==> config.mk <==
export PLATFORM = sky130hd
export DESIGN_NAME = pc_sequencer
export DESIGN_NICKNAME = d
export VERILOG_FILES = /design/src/rtl/pc_sequencer.sv
export SDC_FILE = /design/constraint.sdc
export NUM_CORES = 1
export LEC_CHECK = 0
export ABC_AREA = 1
export ABC_CLOCK_PERIOD_IN_PS = 1800
export BUFFER_PORTS_ARGS = -buffer_cell sky130_fd_sc_hd__buf_2
export CAP_MARGIN = 20
export CELL_PAD_IN_SITES_DETAIL_PLACEMENT = 0
export CELL_PAD_IN_SITES_GLOBAL_PLACEMENT = 2
export CORE_UTILIZATION = 22
export DETAILED_ROUTE_END_ITERATION = 8
export GPL_ROUTABILITY_DRIVEN = 0
export PLACE_DENSITY_LB_ADDON = 0.1
export SLEW_MARGIN = 20
export SYNTH_ARGS = -nofsm -noshare
export SYNTH_HDL_FRONTEND = slang
export SYNTH_SLANG_ARGS = --single-unit
==> constraint.sdc <==
create_clock -name clock -period 1.8 [get_ports clock]
set_input_delay 0.09 -clock clock [delete_from_list [all_inputs] [get_ports clock]]
set_output_delay 0.09 -clock clock [all_outputs]
set_load 0.02 [all_outputs]
==> src/rtl/pc_sequencer.sv <==
// Next-PC select and hold for the MIPS pipeline: redirects act on pc_next the same cycle.
// On an exception the PC is frozen for DRAIN_CYCLES cycles, then loads EXC_VECTOR.
module pc_sequencer #(
  parameter logic [31:0] EXC_VECTOR   = 32'h00400004,
  parameter int          DRAIN_CYCLES = 3,
  parameter int          MAX_STALL    = 15
) (
  input  logic        clock,
  input  logic        reset,
  input  logic [31:0] pc_current,
  input  logic        imem_ready,
  input  logic        stall_req,
  input  logic        branch_taken,
  input  logic [31:0] branch_target,
  input  logic        jump,
  input  logic [31:0] jump_target,
  input  logic        exc_req,
  input  logic        eret,
  output logic        pc_enable,
  output logic [31:0] pc_next,
  output logic        flush_if_id,
  output logic        in_exception,
  output logic [31:0] epc_out,
  output logic        stall_timeout
);

  typedef enum logic [1:0] {RUN, STALL, DRAIN, VECTOR} state_t;

  localparam logic [3:0] DRAIN_INIT  = 4'(DRAIN_CYCLES - 1);
  localparam logic [7:0] STALL_LIMIT = 8'(MAX_STALL);

  state_t      state, state_d;
  logic [3:0]  drain_cnt, drain_cnt_d;
  logic [7:0]  stall_cnt, stall_cnt_d;
  logic [31:0] epc_d;
  logic [31:0] pc_inc;
  logic        en, flush;

  assign pc_inc = pc_current + 32'd4;

  always_comb begin
    state_d      = state;
    drain_cnt_d  = drain_cnt;
    stall_cnt_d  = stall_cnt;
    epc_d        = epc_out;
    en           = 1'b0;
    flush        = 1'b0;
    pc_next      = pc_inc;
    in_exception = 1'b0;
    case (state)
      RUN: begin
        if (exc_req) begin
          flush       = 1'b1;
          epc_d       = pc_current;
          drain_cnt_d = DRAIN_INIT;
          state_d     = DRAIN;
        end else if (eret) begin
          en      = 1'b1;
          pc_next = epc_out;
          flush   = 1'b1;
        end else if (branch_taken) begin
          en      = 1'b1;
          pc_next = branch_target;
          flush   = 1'b1;
        end else if (jump) begin
          en      = 1'b1;
          pc_next = jump_target;
          flush   = 1'b1;
        end else if (stall_req) begin
          stall_cnt_d = 8'd1;
          state_d     = STALL;
        end else begin
          en = imem_ready;
        end
      end
      STALL: begin
        // redirects are ignored here; only an exception can leave a stall early
        if (exc_req) begin
          flush       = 1'b1;
          epc_d       = pc_current;
          drain_cnt_d = DRAIN_INIT;
          stall_cnt_d = 8'd0;
          state_d     = DRAIN;
        end else if (stall_req) begin
          stall_cnt_d = (stall_cnt == 8'hFF) ? stall_cnt : stall_cnt + 8'd1;
        end else begin
          en          = imem_ready;
          stall_cnt_d = 8'd0;
          state_d     = RUN;
        end
      end
      DRAIN: begin
        flush        = 1'b1;
        in_exception = 1'b1;
        if (drain_cnt == 4'd0) state_d = VECTOR;
        else                   drain_cnt_d = drain_cnt - 4'd1;
      end
      VECTOR: begin
        en      = 1'b1;
        pc_next = EXC_VECTOR;
        state_d = RUN;
      end
      default: state_d = RUN;
    endcase
  end

  assign pc_enable   = en & ~reset;
  assign flush_if_id = flush & ~reset;

  always_ff @(posedge clock or posedge reset) begin
    if (reset) begin
      state         <= RUN;
      drain_cnt     <= 4'd0;
      stall_cnt     <= 8'd0;
      epc_out       <= 32'd0;
      stall_timeout <= 1'b0;
    end else begin
      state     <= state_d;
      drain_cnt <= drain_cnt_d;
      stall_cnt <= stall_cnt_d;
      epc_out   <= epc_d;
      // counter only moves by one, so equality catches the crossing
      if (stall_cnt_d == STALL_LIMIT) stall_timeout <= 1'b1;
    end
  end

endmodule

==> results_dict.tcl, run 1 <==
set metrics [dict create \
    status "finished with violations" \
    violations "negative setup slack" \
    syn-num-nets 951 \
    h-tree-depth 2 \
    ys_top_cells_by_count "nand2_1 (271), nor2_1 (105), a21oi_1 (84)" \
    finalSetupTns_ns -2.31 \
    tightest_slew_ns 0.480 \
    nets 1182 \
    initial_core_util 0.226 \
    vdd_drop_max_v 0.000600 \
    gr-total-overflow 0 \
    fin_skew_ns 0.00528 \
    ys_async_sr_fraction 1.00 \
    fp-row-count 53 \
    reg2reg_from "state[0]" \
    placed_area_um2 6480 \
    syn-instance-count 839 \
    worstHoldStart "pc_current[16]" \
    hold_path.class "in -> reg" \
    die_h_um 150 \
    slew_headroom 0.680 \
    wl_per_cell_um 17.4 \
    drt_iter0_markers 252 \
    ant_nets 0 \
    cts.clk_slew.worst_paths_ns 0.07 \
    first_pass_iters 5 \
    port_buffers 171 \
    first_global_vias 6091 \
    maxSlewViolCount 0 \
    core-area_um2 21200 \
    setup_viol 31 \
    yosysMostFrequentCell "nand2_1" \
    worst-setup-path-type "reg -> out" \
    cp-start-kind "register" \
    cts.sinks 47 \
    period_share 1.07 \
    cts-root-buf "clkbuf_16" \
    drv_cap 0 \
    grtUsageTotal 0.202 \
    instances_no_fill 1348 \
    ys_ff_latch 47 \
    synth_area_um2 4790 \
    switching_share 0.487 \
    ys.flop_type "dfrtp_1" \
    yosysUniqueCellTypes 38 \
    p_int_mw 5.77 \
    yosysSeqAreaShare 0.246 \
    clock_tree.buffer_depth 2 \
    finalPower_mw 11.3 \
    finalHoldViolations 0 \
    routed_via_density 4.62 \
    pwr-share-comb 0.749 \
    synth_top_area_share 0.246 \
    min_path_cells 3 \
    layout-area-overhead-vs-synth_pct 55.1 \
    place_inst 1318 \
    ys_warn_count 0 \
    cp_max_fo 8 \
    n_fill_cell 2394 \
    vias 6227 \
    fmaxAchievable_mhz 519 \
    crit_required_ns 1.71 \
    rsz0062_at_grt "true" \
    grt_antenna_before_repair 4 \
    synthTopCellsByArea "dfrtp_1 (25%), nand2_1 (21%), a21oi_1 (8.8%)" \
    arrival_ns 1.84 \
    hold_ws_ns 0.0746 \
    total_leakage_power_nw 3.65 \
    worstHoldEndpoint "epc_out[16]" \
    worstSkewPairLatency_ns 0.30 \
    drc 0 \
    p_seq_frac 0.164 \
    worstReg2RegEnd "stall_timeout" \
    p_per_area_nw_per_um2 1520 \
    cts_tree "yes" \
    multi_input_area_um2 3560 \
    drive_gt1_frac 0.350 \
    seq_area_um2 1180 \
    grt_start_max_net_pins 57 \
    dp_hpwl_mm 17.2 \
    reg2reg_depth 13 \
    end_kind "output port" \
    io_pins 172 \
    postSynthAreaPerCell_um2 5.71 \
    synth_edf_count 0 \
    postRouteWirelength_mm 23.5 \
    cts_inserted_buffers 5 \
    die_x_um 150 \
    yosysTopAreaCell "dfrtp_1" \
    fin_crit_ns 1.93 \
    fin_ws_ns -0.128 \
    final_cell_area_um2 7420 \
    die_area_um2 22400 \
    switchingPower_mw 5.49 \
    grt_pass1_wl_mm 34.1 \
    power_frac_clock 0.088 \
    rrSetupSlack_ns -0.03 \
]
## worst max path at each step
stage                  start  depth (start not counted)           to
6_report            state[0]                          9  pc_next[17]
5_1_grt             state[0]                          9  pc_next[17]
4_1_cts             state[1]                          9  flush_if_id
3_5_place_dp   pc_current[3]                         14  pc_next[16]
3_3_place_gp   pc_current[3]                         14  pc_next[16]
2_1_floorplan       state[0]                          9  pc_next[27]
## cell usage in the layout, fill, tap and decap left out, types with 14 or more instances in the layout
cell type    n
o21ai_1     25
a21oi_2     16
nand3_1     40
buf_4       82
inv_1       58
nand2_1    252
nor2_1      96
dfrtp_1     47
buf_6       24
nand2_2     14
a21oi_1     65
o21ai_0     54
buf_2      139
## cell type report
cell class,instances,area share
multi-input combinational,681,0.479
timing repair buffer,261,0.257
sequential,47,0.158
tap,275,0.0464
inverter,74,0.0391
clock buffer,6,0.0174
clock inverter,2,0.00169
antenna,2,0.000674
## state kept, by name, summed over array words and instances (netlist names)
signal,flops
state,2
stall_cnt,8
epc_out,32
drain_cnt,4
stall_timeout,1
## worst max-delay path, stage by stage, from the launching register on
cell	delay [ns]
dfrtp_1	0.41
inv_2	0.09
ha_4	0.17
inv_4	0.05
nor2_4	0.16
buf_12	0.14
buf_12	0.14
nand2_2	0.07
a21oi_2	0.15
buf_6	0.14
## power by group through the flow
stage | sequential [mW] | combinational [mW] | clock, mW
2_1_floorplan | 2.19 | 3.05 | 0
3_3_place_gp | 1.87 | 6.14 | 0
3_5_place_dp | 1.86 | 6.15 | 0
4_1_cts | 1.85 | 7.71 | 1.03
5_1_grt | 1.90 | 9.03 | 1.06
6_report | 1.84 | 8.42 | 0.986
## per-layer routing
metal	global-route usage	wire, µm	up-vias
li1	-	-	3187
met1	0.260	10800	2877
met2	0.353	11500	143
met3	0.0317	1030	16
met4	0.0393	173	4
met5	0	22	-
## metrics by stage
stage | util | setup slack (ns)
after floorplan | - | -0.0297
after global placement | 0.306 | -0.147
after detailed placement | 0.306 | -0.120
after CTS | 0.334 | -0.128
after global routing | 0.351 | -0.226
final | 0.351 | -0.128
## cells by family (layout without fill, tap and decap cells)
family	after synthesis	count (layout)	synth area share
xor+xnor	9	9	0.0180
buf+inv	111	343	0.0891
mux	2	2	0.00418
fa+ha+maj	8	8	0.0209
other cells	0	2	0
compound gates	188	188	0.205
simple gates	474	474	0.417
flops	47	47	0.246
## timing repair
| action | 4_1_cts | 5_1_grt |
|---|---|---|
| cloned | 1 | 2 |
| pin swaps | 21 | 32 |
| buffers inserted | 9 | 7 |
| gates resized for setup | 104 | 62 |
| endpoints found under the setup margin | 43 | 54 |
| endpoints found under the hold margin | 14 | 0 |
| hold buffers | 1 | 0 |
(Power assumes the default switching activity.)
==> run 2, diff against run 1 <==
--- a/config.mk
+++ b/config.mk
@@ -7,12 +7,12 @@
 export LEC_CHECK = 0
 export ABC_AREA = 1
 export ABC_CLOCK_PERIOD_IN_PS = 1800
-export BUFFER_PORTS_ARGS = -buffer_cell sky130_fd_sc_hd__buf_2
 export CAP_MARGIN = 20
 export CELL_PAD_IN_SITES_DETAIL_PLACEMENT = 0
 export CELL_PAD_IN_SITES_GLOBAL_PLACEMENT = 2
-export CORE_UTILIZATION = 22
+export CORE_UTILIZATION = 29
 export DETAILED_ROUTE_END_ITERATION = 8
+export DONT_BUFFER_PORTS = 1
 export GPL_ROUTABILITY_DRIVEN = 0
 export PLACE_DENSITY_LB_ADDON = 0.1
 export SLEW_MARGIN = 20
==> results_dict.tcl, run 2 (synthesis results as in run 1) <==
set metrics [dict create \
    h-tree-depth 2 \
    drt_iter0_markers 298 \
    end_kind "output port" \
    die_x_um 130 \
    drive_gt1_frac 0.182 \
    hold_path.class "in -> reg" \
    cts-root-buf "clkbuf_16" \
    top_register "epc_out" \
    first_pass_iters 4 \
    grt_pass1_wl_mm 31.0 \
    cts.sinks 47 \
    reg2reg_from "state[0]" \
    nets 1018 \
    crit_chain "inv_2 > ha_4 > inv_4 > nor2_4 > buf_4 > buf_6 > o21ai_1 > o21ai_1 > buf_4" \
    gr-total-overflow 0 \
    worstHoldStart "pc_current[5]" \
    violations "negative setup slack" \
    io_pins 172 \
    initial_core_util 0.299 \
    arrival_ns 1.82 \
    largest_reg_flops 32 \
    fin_crit_ns 1.91 \
    fin_skew_ns 0.00942 \
    port_buffers 0 \
    clock_tree.buffer_depth 2 \
    grtUsageTotal 0.244 \
    routed_via_density 5.18 \
    drc 0 \
    finalPower_mw 9.19 \
    grt_antenna_before_repair 0 \
    maxSlewViolCount 0 \
    wl_per_cell_um 19.0 \
    status "finished with violations" \
    die_h_um 130 \
    postRouteWirelength_mm 21.3 \
    fin_ws_ns -0.107 \
    p_per_area_nw_per_um2 1470 \
    worst-setup-path-type "reg -> out" \
    die_area_um2 17000 \
    top_regs "epc_out x32, stall_cnt x8, drain_cnt x4" \
    cpLargestDelayFamily "buffers and inverters" \
    rsz0062_at_grt "true" \
    total_leakage_power_nw 2.87 \
    fp-row-count 46 \
    path_buf_inv 5 \
    core-area_um2 16000 \
    final_cell_mix "nand2_1 (259), nor2_1 (98), a21oi_1 (66), o21ai_0 (58), inv_1 (56)" \
    tightest_slew_ns 0.571 \
    crit_required_ns 1.71 \
    cp-start-kind "register" \
    worstSkewPairLatency_ns 0.31 \
    grt_start_max_net_pins 58 \
    n_antenna_cell 0 \
    crit_start "state[1]" \
    final_common_cell "nand2_1" \
    layout-area-overhead-vs-synth_pct 30.5 \
    max_stage_delay_ns 0.39 \
    hold_ws_ns 0.0119 \
    slew_headroom 0.619 \
    finalHoldViolations 0 \
    cts_inserted_buffers 5 \
    vias 5811 \
    period_share 1.06 \
    setup_viol 23 \
    cts.clk_slew.worst_paths_ns 0.07 \
    fmaxAchievable_mhz 524 \
    first_global_vias 5364 \
    ant_nets 0 \
    cp_slowest_cell "dfrtp_1" \
    dp_hpwl_mm 15.2 \
    drv_cap 0 \
    cts_tree "yes" \
    cp_max_fo 4 \
    n_fill_cell 1786 \
    vdd_drop_max_v 0.000511 \
]
run 2: changes by cell type in the layout (fill, tap and decap cells not counted), moves of 6 or more:
cell           previous run  this run
dlygate4sd3_1             1        27
nand3_1                  40        46
nand2_1                 252       259
buf_12                   11         4
buf_4                    82        54
buf_2                   139         0
buf_6                    24         5
o21ai_2                  11         5
nand2_4                  10         2
run 2: final cells by class:
type / count / area [µm²] / share of cell area
inverter: 74 / 288 / 0.0461
tap: 216 / 270 / 0.0433
clock inverter: 2 / 13.8 / 0.00220
multi-input combinational: 681 / 3410 / 0.545
clock buffer: 5 / 125 / 0.0200
sequential: 47 / 1180 / 0.188
timing repair buffer: 97 / 967 / 0.155
run 2: final timing paths:
| check | to | slack, ns | cells past startpoint |
|---|---|---|---|
| worst min-delay path | epc_out[5] | 0.01 | 2 |
| worst max-delay path | pc_next[18] | -0.11 | 9 |
| worst min register to register | drain_cnt[1] | 0.58 | 2 |
| max in group asynchronous | epc_out[6] | 0.92 | 3 |
| min in group asynchronous | epc_out[1] | 0.31 | 2 |
| worst max register to register | stall_timeout | 0.05 | 13 |
run 2: power by group:
group	switching, mW	internal (mW)
Sequential	0.872	1.47
Combinational	3.41	2.47
Clock	0.466	0.509
Total	4.75	4.45
run 2: what timing repair did:
action	in CTS	in global routing
setup buffers	6	5
setup endpoints to repair	35	43
cloned	1	4
pin swaps	16	21
hold buffers	28	0
hold endpoints to repair	48	0
gates resized for setup	42	34
run 2: metrics by stage:
stage	std cells	setup slack (ns)	TNS [ns]	area, µm²	utilization
CTS	1113	-0.0918	-1.01	6000	0.375
detailed placement	1072	-0.0609	-0.0609	5400	0.337
global placement	1072	0.0275	0	5400	0.337
floorplan	839	-0.0297	-0.0594	4830	-
finish	1122	-0.107	-0.652	6250	0.391
global route	1122	-0.202	-3.52	6250	0.391
run 2: per-layer routing:
metal  wire length (µm)  global-route usage  vias to the layer above  share of wire
met5                  0                   0                        -              0
met4                294              0.0615                        0          0.014
met3               1300              0.0476                       20          0.061
met2              10300               0.416                      168           0.48
met1               9430               0.315                     2762           0.44
li1                   -                   -                     2861              -
==> run 3, diff against run 2 <==
--- a/config.mk
+++ b/config.mk
@@ -11,6 +11,7 @@
 export CELL_PAD_IN_SITES_DETAIL_PLACEMENT = 0
 export CELL_PAD_IN_SITES_GLOBAL_PLACEMENT = 2
 export CORE_UTILIZATION = 29
+export CTS_BUF_LIST = sky130_fd_sc_hd__clkbuf_16
 export DETAILED_ROUTE_END_ITERATION = 8
 export DONT_BUFFER_PORTS = 1
 export GPL_ROUTABILITY_DRIVEN = 0
@@ -19,3 +20,4 @@
 export SYNTH_ARGS = -nofsm -noshare
 export SYNTH_HDL_FRONTEND = slang
 export SYNTH_SLANG_ARGS = --single-unit
+export TNS_END_PERCENT = 10
==> results_dict.tcl, run 3 (synthesis results as in run 1) <==
set metrics [dict create \
    status "finished with violations" \
    violations "negative setup slack" \
    drc 0 \
    vdd_drop_max_v 0.000739 \
    maxSlewViolCount 0 \
    hold_ws_ns 0.0245 \
    cts.sinks 47 \
    p_per_area_nw_per_um2 1490 \
    vias 5707 \
    wl_per_cell_um 18.7 \
    top_regs "epc_out x32, stall_cnt x8, drain_cnt x4" \
    placed_area_um2 5370 \
    fin_skew_ns 0.00596 \
    first_pass_iters 5 \
    crit_required_ns 1.71 \
    worst-setup-path-type "reg -> out" \
    die_area_um2 17000 \
    core-area_um2 16000 \
    period_share 1.07 \
    nets 1011 \
    first_global_vias 5581 \
    postRouteWirelength_mm 20.8 \
    grtUsageTotal 0.248 \
    die_x_um 130 \
    crit_chain "inv_2 > ha_4 > nor2_4 > buf_4 > buf_4 > o21ai_0 > o21ai_1 > buf_4" \
    tightest_slew_ns 0.614 \
    cts-root-buf "clkbuf_16" \
    place_inst 1072 \
    cp-start-kind "register" \
    arrival_ns 1.83 \
    max_stage_delay_ns 0.41 \
    met1_length_mm 9.31 \
    final_cell_mix "nand2_1 (262), nor2_1 (101), a21oi_1 (77), inv_1 (58), o21ai_0 (55)" \
    largest_reg_flops 32 \
    drt_iter0_markers 338 \
    n_fill_cell 1820 \
    io_pins 172 \
    grt_start_max_net_pins 58 \
    fin_crit_ns 1.92 \
    crit_path_frequent_cell "buf_4" \
    ant_nets 0 \
    drv_cap 0 \
    final_cell_area_um2 6070 \
    met3_length_mm 1.09 \
    drive_gt1_frac 0.143 \
    fp-row-count 46 \
    rsz0062_at_grt "true" \
    cts.clk_slew.worst_paths_ns 0.07 \
    gr-total-overflow 0 \
    hold_path.class "in -> reg" \
    worstSkewPairLatency_ns 0.31 \
    clock_tree.buffer_depth 2 \
    finalSetupTns_ns -1.74 \
    fin_ws_ns -0.122 \
    finalHoldViolations 0 \
    dr_wl_met2_mm 10.1 \
    dpl_worst_slack_ns -0.00994 \
    cp_max_fo 3 \
    n_antenna_cell 0 \
    initial_core_util 0.299 \
    die_h_um 130 \
    final_common_cell "nand2_1" \
    top_layer_used "met4" \
    port_buffers 0 \
    cts_tree "yes" \
    total_leakage_power_nw 2.78 \
    top_register "epc_out" \
    fmaxAchievable_mhz 520 \
    grt_antenna_before_repair 0 \
    setup_viol 27 \
    slew_headroom 0.590 \
    dp_hpwl_mm 15.2 \
    end_kind "output port" \
    cp_slowest_cell "dfrtp_1" \
    cts_inserted_buffers 5 \
    finalPower_mw 9.02 \
    h-tree-depth 2 \
    routed_via_density 5.11 \
    layout-area-overhead-vs-synth_pct 26.7 \
    grt_pass1_wl_mm 31.5 \
    instances_no_fill 1116 \
    utilization 0.379 \
]
==> run 3: repair_timing <==
action	in CTS	in global routing
cloned	1	0
endpoints found under the setup margin	36	38
resized for setup	33	35
pin swaps	8	12
endpoints found under the hold margin	54	0
setup buffers	3	2
hold buffers	31	0
==> run 3: layout make-up <==
cell class,instances,area [µm²],area share
tap,216,270,0.0445
clock buffer,5,125,0.0206
timing repair buffer,90,871,0.144
inverter,74,289,0.0476
sequential,47,1180,0.194
clock inverter,3,20.0,0.00330
multi-input combinational,681,3320,0.547
==> run 3: path summary, 6_finish.rpt <==
path	endpoint	slack (ns)	from	cells after the start
worst max-delay path	pc_next[18]	-0.12	state[0]	8
worst min-delay path	epc_out[22]	0.02	pc_current[22]	2
worst max register to register	drain_cnt[2]	0.05	state[0]	11
worst min register to register	drain_cnt[1]	0.58	drain_cnt[1]	2
max in group asynchronous	epc_out[17]	0.81	reset	3
min in group asynchronous	epc_out[1]	0.31	reset	2
==> run 3: power breakdown <==
| part | switching, mW | internal (mW) | total, mW | leakage [nW] |
|---|---|---|---|---|
| sequential | 0.867 | 1.47 | 2.33 | 0.590 |
| clock | 0.495 | 0.515 | 1.01 | 0.0674 |
| combinational | 3.31 | 2.36 | 5.67 | 2.13 |
| total | 4.68 | 4.34 | 9.02 | 2.78 |
==> run 3: worst max-delay path: cells and delay by family (launching register included) <==
| kind | cells | cell delay [ns] |
|---|---|---|
| compound gates | 2 | 0.24 |
| buf+inv | 4 | 0.48 |
| flops | 1 | 0.41 |
| simple gates | 1 | 0.15 |
| fa+ha+maj | 1 | 0.22 |
==> run 3: layer usage <==
metal / vias to the layer above / GRT usage
li1: 2849 / -
met1: 2680 / 0.318
met2: 159 / 0.422
met3: 19 / 0.0489
met4: 0 / 0.0730
met5: - / 0
